### src/rtl/dpe_feeder.sv
// dpe_feeder: streams weight rows and compute vectors into a grid of 4-lane DPE groups.
// Weight rows are loaded with a per-group skew of k cycles for group k. Compute
// vectors go to every group in the same cycle.
// Optional build macro DPE_FEEDER_STATS_EN adds the o_stall_cycles counter.
module dpe_feeder #(
    parameter int IDATAW   = 8,
    parameter int LANES    = 40,
    parameter int BATCH    = 1,
    parameter int NUM_DSPS = LANES / 4
) (
    input  logic                     clk,
    input  logic                     rst,
    input  logic                     i_start,
    input  logic [15:0]              i_num_vecs,
    input  logic                     i_wt_valid,
    output logic                     o_wt_ready,
    input  logic signed [IDATAW-1:0] i_wt_data [0:LANES-1],
    input  logic                     i_vec_valid,
    output logic                     o_vec_ready,
    input  logic signed [IDATAW-1:0] i_vec_data [0:LANES-1],
    output logic signed [IDATAW-1:0] o_dpe_data [0:NUM_DSPS-1][0:3],
    output logic                     o_dpe_valid,
    output logic                     o_dpe_load,
    output logic                     o_busy,
    output logic                     o_done
`ifdef DPE_FEEDER_STATS_EN
    ,
    output logic [31:0]              o_stall_cycles
`endif
);

    // Skew lines are packed in triangular form: group k owns k+1 stages,
    // and its last stage drives the group output.
    localparam int NSTAGES  = NUM_DSPS * (NUM_DSPS + 1) / 2;
    localparam int SKEW_LEN = NUM_DSPS - 1;

    typedef enum logic [1:0] {StIdle, StLoad, StSkew, StCompute} state_e;

    state_e      r_state;
    logic [15:0] r_num_vecs;
    logic [15:0] r_wt_cnt;
    logic [15:0] r_vec_cnt;
    logic [15:0] r_skew_cnt;
    logic        r_wt_ready;
    logic        r_vec_ready;
    logic        r_done;
    logic        r_dpe_valid;
    logic        r_dpe_load;
    logic signed [IDATAW-1:0] r_line [0:NSTAGES-1][0:3];

    logic w_wt_hs;
    logic w_vec_hs;

    assign w_wt_hs  = i_wt_valid && r_wt_ready;
    assign w_vec_hs = i_vec_valid && r_vec_ready;

    // Job sequencing: load weights, flush the skew lines, then stream vectors.
    always_ff @(posedge clk) begin
        if (rst) begin
            r_state     <= StIdle;
            r_num_vecs  <= '0;
            r_wt_cnt    <= '0;
            r_vec_cnt   <= '0;
            r_skew_cnt  <= '0;
            r_wt_ready  <= 1'b0;
            r_vec_ready <= 1'b0;
            r_done      <= 1'b0;
        end else begin
            r_done <= 1'b0;
            case (r_state)
                StIdle: begin
                    if (i_start) begin
                        r_num_vecs <= i_num_vecs;
                        r_wt_cnt   <= '0;
                        r_vec_cnt  <= '0;
                        r_skew_cnt <= '0;
                        r_wt_ready <= 1'b1;
                        r_state    <= StLoad;
                    end
                end
                StLoad: begin
                    if (w_wt_hs) begin
                        if (r_wt_cnt == 16'(BATCH - 1)) begin
                            r_wt_ready <= 1'b0;
                            if (NUM_DSPS > 1) begin
                                r_state <= StSkew;
                            end else if (r_num_vecs == 16'd0) begin
                                r_done  <= 1'b1;
                                r_state <= StIdle;
                            end else begin
                                r_vec_ready <= 1'b1;
                                r_state     <= StCompute;
                            end
                        end else begin
                            r_wt_cnt <= r_wt_cnt + 16'd1;
                        end
                    end
                end
                StSkew: begin
                    if (r_skew_cnt == 16'(SKEW_LEN - 1)) begin
                        if (r_num_vecs == 16'd0) begin
                            r_done  <= 1'b1;
                            r_state <= StIdle;
                        end else begin
                            r_vec_ready <= 1'b1;
                            r_state     <= StCompute;
                        end
                    end else begin
                        r_skew_cnt <= r_skew_cnt + 16'd1;
                    end
                end
                StCompute: begin
                    if (w_vec_hs) begin
                        // Compare against count-1 so 65535 finishes without wrapping.
                        if (r_vec_cnt == r_num_vecs - 16'd1) begin
                            r_vec_ready <= 1'b0;
                            r_done      <= 1'b1;
                            r_state     <= StIdle;
                        end else begin
                            r_vec_cnt <= r_vec_cnt + 16'd1;
                        end
                    end
                end
                default: r_state <= StIdle;
            endcase
        end
    end

    // DPE drive: skewed weight lines, with compute vectors written straight into output stages.
    always_ff @(posedge clk) begin
        if (rst) begin
            r_dpe_valid <= 1'b0;
            r_dpe_load  <= 1'b0;
            for (int s = 0; s < NSTAGES; s++) begin
                for (int j = 0; j < 4; j++) begin
                    r_line[s][j] <= '0;
                end
            end
        end else begin
            r_dpe_valid <= w_wt_hs || w_vec_hs;
            r_dpe_load  <= w_wt_hs;
            for (int k = 0; k < NUM_DSPS; k++) begin
                for (int j = 0; j < 4; j++) begin
                    r_line[k*(k+1)/2][j] <= w_wt_hs ? i_wt_data[4*k+j] : '0;
                    for (int d = 1; d <= k; d++) begin
                        r_line[k*(k+1)/2+d][j] <= r_line[k*(k+1)/2+d-1][j];
                    end
                    // Lines are empty in COMPUTE, so the vector never collides with load data.
                    if (w_vec_hs) begin
                        r_line[k*(k+1)/2+k][j] <= i_vec_data[4*k+j];
                    end
                end
            end
        end
    end

    // Each group output is the tail of its skew line.
    always_comb begin
        for (int k = 0; k < NUM_DSPS; k++) begin
            for (int j = 0; j < 4; j++) begin
                o_dpe_data[k][j] = r_line[k*(k+1)/2+k][j];
            end
        end
    end

    assign o_wt_ready  = r_wt_ready;
    assign o_vec_ready = r_vec_ready;
    assign o_dpe_valid = r_dpe_valid;
    assign o_dpe_load  = r_dpe_load;
    assign o_done      = r_done;
    assign o_busy      = (r_state != StIdle);

`ifdef DPE_FEEDER_STATS_EN
    logic [31:0] r_stall_cnt;

    // Counts compute cycles where the feeder was ready but upstream had no vector.
    always_ff @(posedge clk) begin
        if (rst) begin
            r_stall_cnt <= '0;
        end else if (r_state == StIdle && i_start) begin
            r_stall_cnt <= '0;
        end else if (r_state == StCompute && r_vec_ready && !i_vec_valid &&
                     r_stall_cnt != 32'hFFFF_FFFF) begin
            r_stall_cnt <= r_stall_cnt + 32'd1;
        end
    end

    assign o_stall_cycles = r_stall_cnt;
`endif

endmodule

### config.mk
export PLATFORM = sky130hd
export DESIGN_NAME = dpe_feeder
export DESIGN_NICKNAME = d
export VERILOG_FILES = /design/src/rtl/dpe_feeder.sv
export SDC_FILE = /design/constraint.sdc
export NUM_CORES = 2
export LEC_CHECK = 0
export CAP_MARGIN = 30
export CORE_MARGIN = 2
export CORE_UTILIZATION = 35
export CTS_BUF_LIST = sky130_fd_sc_hd__clkbuf_4 sky130_fd_sc_hd__clkbuf_8
export DETAILED_ROUTE_END_ITERATION = 6
export GPL_TIMING_DRIVEN = 0
export PLACE_DENSITY = 0.54
export SLEW_MARGIN = 15
export SYNTH_ARGS = -nofsm -noshare
export SYNTH_HDL_FRONTEND = slang
export SYNTH_SLANG_ARGS = --single-unit
### constraint.sdc
create_clock -name clk -period 5.5 [get_ports clk]
set_input_delay 1.65 -clock clk [delete_from_list [all_inputs] [get_ports clk]]
set_output_delay 1.65 -clock clk [all_outputs]
set_load 0.05 [all_outputs]
Word level (Yosys, flattened, before mapping). Memories as Yosys holds them, arrays and structs flattened. Cells that the tools add are included.

RAM bits: 1760. Memories: 1. Input bits: 661. Register bits after elaboration: 71.

Reduce and logical (&&, ||, !) cells: 18. Add/subtract/negate cells: 4. Equal/unequal tests: 15. Mux-type cells: 337. Bitwise operators: 260.

Memory list: r_line (words 55, width 32, read ports 55, clocked after memory_dff 0, wr ports 55, line 49) `logic signed [IDATAW-1:0] r_line [0:NSTAGES-1][0:3];`.

Operator list (count): $mux 8 (300); $or 1x1->1 (260); $mux 16 (6); $pmux 16 s2 (3); $add 16x1->16 const B (3); $logic_not 16->1 (2); $ne 2x2->1 const B (10); $mux 1 (17); $eq 16x16->1 (1); $eq 16x4->1 const B (1); $sub 16x1->16 const B (1); $mux 2 (7); $reduce_and 4->1 (3); $reduce_bool 2->1 (5); $pmux 2 s4 (1); $pmux 1 s2 (3); $reduce_and 6->1 (1); $reduce_and 5->1 (1); $eq 2x2->1 const B (2); $reduce_and 3->1 (1); $eq 2x1->1 const B (1); $logic_and 1x1->1 (2); $logic_not 2->1 (1); $reduce_and 2->1 (1); $logic_or 1x1->1 (1).

Depth between registers and ports, before layout.
Word-level depth: 5. Depth in mapped cells: 12.

Worst setup path after synthesis. No wires, ideal clock.

Kind: input to register. Start point: input i_wt_valid. End point: register r_wt_cnt[12]. Path buffers: 0. Stages on the path: 8. Arrival: 3.026 ns. Path slack: 2.346 ns. Data required time: 5.372 ns. Setup time: 0.128 ns. Cell sequence: nand3_1 a21o_1 a31oi_1 nand4_1 nor3_1 nand3_1 xor2_1 nor2_1.

Cells in the longest elaborated chain, start to end: 3.

RTL lines: start, declared (line 15) `input logic i_wt_valid,`; $logic_and 1x1->1 (line 54) `assign w_wt_hs = i_wt_valid && r_wt_ready;`; $ne 2x2->1 (no source line); $reduce_and 4->1 (no source line); end signal, assigned (line 95) `r_wt_cnt <= r_wt_cnt + 16'd1;`; end, declared (line 41) `logic [15:0] r_wt_cnt;`.

Every way passes these cells. A chain may end at the register's enable or synchronous reset.

Final worst setup path.
Start point: register r_state[0]. End point: output o_busy.

Cells in the longest elaborated chain, start to end: 1.

RTL lines: start, declared (line 39) `state_e r_state;`; start signal, assigned (line 60) `r_state <= StIdle;`; start signal, assigned (line 78) `r_state <= StLoad;`; start signal, assigned (line 86) `r_state <= StSkew;`; $reduce_bool 2->1 (line 171) `assign o_busy = (r_state != StIdle);`; end, declared (line 24) `output logic o_busy,`.

Every way passes these cells.

==> flow_summary.ini <==
[critical_path]
start_kind = register
crit_family = buffers and inverters
worstPathMaxFanout = 10
worstSetupEndpointType = output pin
cpPeakStageDelay_ps = 840
cp_cell_sequence = clkbuf_1 > or2_2 > clkdlybuf4s50_1
cp_slowest_cell = clkdlybuf4s50_1
ff2ff_setup_slack_ps = 2260
crit_buf_inv = 2
arrival_ps = 2840
reg2reg_depth = 12
cp.required_ps = 3850
setup.worst_path.class = register to output pin
rr_startpoint = r_num_vecs[3]
r2r_end = r_vec_cnt[4]

[logic_synthesis]
synth_top_area_cell = edfxtp_1
synth_warnings = 0
synth.top_cell.area_share_pct = 52.8
synth_seq_area_share_pct = 74.7
ys_async_sr_fraction_pct = 0
synth_edf_count = 1128
synth.most_common_cell = nor2b_1
synth_seq_cells = 1831
synthCells = 4820
ys_types = 58
synth_common_cells = nor2b_1 (1,153), edfxtp_1 (1,128), dfxtp_1 (703)
syn_avg_cell_area_um2 = 13.3
syn_area_mm2 = 0.0642
synthTopCellsByArea = edfxtp_1 (53%), dfxtp_1 (22%), nor2b_1 (11%)
dominantRegCellSynth = edfxtp_1

[route]
highest_layer = met5
firstDrtPassIters = 6
route.met2.wl_um = 89500
wirelength_um = 172000
post_drt_wl_per_cell_um = 17.4
ant_nets = 0
viasPerCell = 4.05
drc = 0
route.met3.wl_um = 12800
initialDrtViolationCount = 1657
vias = 40100
wl_met1_um = 62900

[placed_design]
dpl-instance-area_mm2 = 0.0814
placed_cells = 9324
gp_congestion = 0.923
dp_hpwl_um = 134000
place.port_buffers = 985

[global_route]
grt_max_degree = 17
antenna_found_initial = 70
track_usage_pct = 18.2
overflow = 0
grt_pass1_vias = 40000
grt_pass1_wl_um = 247000

[clock_tree]
ctsHoldBuffers = 0
cts_tree = yes
cts_resized = 0
numCtsBuffers = 324
cts_sinks = 1831
postCtsSetupBuffers = 0
cts_max_path_buffers = 4
clk_latency_ps = 1000
root_buffer = clkbuf_8
clk_pin_slew_ps = 60
htree_levels = 5

[timing]
fmax_ghz = 0.223
hold_viol = 0
post-route-period-util_pct = 81.7
finClkSkew_ps = 53.4
setup_viol = 0
rsz0062_at_grt = no
min_period_ps = 4490
relSlewSlack_pct = 38.7
maxSlewViolCount = 0
worst_pin_slew_ps = 919

[min_path]
min_from = r_line[52][29]
hold_depth = 1
hold_path_class = register to register
min_to = r_line[53][29]

[finish]
drive_gt1_share_pct = 7.62
final_area_mm2 = 0.0880
finalNonFillerCells = 9903
seq_area_mm2 = 0.0479
num-fill-cells = 17000
multi_input_area_mm2 = 0.0194
finalNetCount = 7934
area_delta_synth_final_pct = 37.0

[die]
fp.dieH_um = 432
num_io_pins = 987
coreArea_mm2 = 0.183
die_x_um = 432
die_area_mm2 = 0.187
start_util_pct = 35.1
rows = 157

[outcome]
status = complete, no violations

[power_and_ir_drop]
vdd.ir_drop.worst_mv = 0.224
power_density_mw_per_mm2 = 341
totalPowerFinal_mw = 30.0
leakage_nw = 34.0

[flow_run]
cap_violations = 0
## flip-flops by register name (all words and copies together) (netlist names)
signal and flops:
r_line 1760, r_wt_cnt 16, r_vec_cnt 16, r_state 2
o_dpe_load 1, o_vec_ready 1, r_skew_cnt 16, o_dpe_valid 1
o_done 1, o_wt_ready 1, r_num_vecs 16
## layout make-up
class | instances | area share (%)
Buffer | 282 | 1.25
Clock buffer | 490 | 6.82
Timing Repair Buffer | 993 | 11.4
Clock inverter | 66 | 0.563
Sequential cell | 1831 | 54.5
Antenna cell | 22 | 0.0626
Multi-Input combinational cell | 3826 | 22.0
Inverter | 8 | 0.0341
Tap cell | 2385 | 3.39
## where the power goes
part	switching, mW	leakage (nW)	internal (mW)
logic	1.23	13.3	0.881
clock network	5.35	3.46	7.25
registers	0.135	17.3	15.1
total	6.71	34.0	23.2
## cells by family (layout without fill, tap and decap cells)
kind of cell	after synthesis	count (layout)	synth area share [%]
simple gates	2245	2245	19.2
flops	1831	1831	74.7
compound gates	390	390	3.41
buf+inv	290	1839	1.74
xor+xnor	51	51	0.696
fa+ha+maj	7	7	0.136
mux	5	5	0.0819
other cells	1	1150	0.00584
## how the worst max path moves through the flow
| stage | from | endpoint | cells after the start |
|---|---|---|---|
| 4_1_cts | r_state[0] | o_busy | 3 |
| 5_1_grt | r_state[0] | o_busy | 3 |
| 3_5_place_dp | i_vec_valid | r_line[2][4] | 7 |
| 2_1_floorplan | i_wt_valid | r_wt_cnt[12] | 8 |
| 3_3_place_gp | i_wt_valid | r_line[28][0] | 6 |
| 6_report | r_state[0] | o_busy | 3 |
## placed cells by master (no fill, tap or decap), types with 7 or more instances in the layout
| cell type | count |
|---|---|
| bufinv_16 | 7 |
| nor3_1 | 12 |
| clkbuf_1 | 259 |
| edfxtp_1 | 1128 |
| inv_1 | 8 |
| or4_1 | 7 |
| clkinv_1 | 31 |
| buf_1 | 10 |
| nor2_1 | 57 |
| clkbuf_2 | 9 |
| conb_1 | 1128 |
| ha_1 | 7 |
| clkbuf_8 | 371 |
| clkbuf_4 | 119 |
| buf_6 | 8 |
| nor2b_1 | 1153 |
| a22o_1 | 33 |
| xnor2_1 | 14 |
| xor2_1 | 37 |
| nand4_1 | 14 |
| and3_1 | 11 |
| a21oi_1 | 314 |
| nand2_1 | 645 |
| o21ai_0 | 9 |
| clkinv_2 | 20 |
| clkdlybuf4s50_1 | 985 |
| dfxtp_1 | 703 |
| nand3_1 | 15 |
| and2_1 | 290 |
| diode_2 | 22 |
## per-stage QoR
step	hold slack, ps	utilization (%)	TNS [ps]	setup WS (ps)
after floorplan	414	-	0	2350
after global placement	417	44.5	-74350	-739
after detailed placement	420	44.5	0	241
after CTS	417	48.1	0	836
after global routing	428	48.1	0	774
final	413	48.1	0	1010
## metal layers
| layer | vias to the layer above | GRT usage [%] |
|---|---|---|
| met1 | 18500 | 19.1 |
| li1 | 20000 | - |
| met5 | - | 0 |
| met3 | 422 | 6.00 |
| met4 | 8 | 7.88 |
| met2 | 1194 | 33.1 |
(Power assumes the default switching activity.)
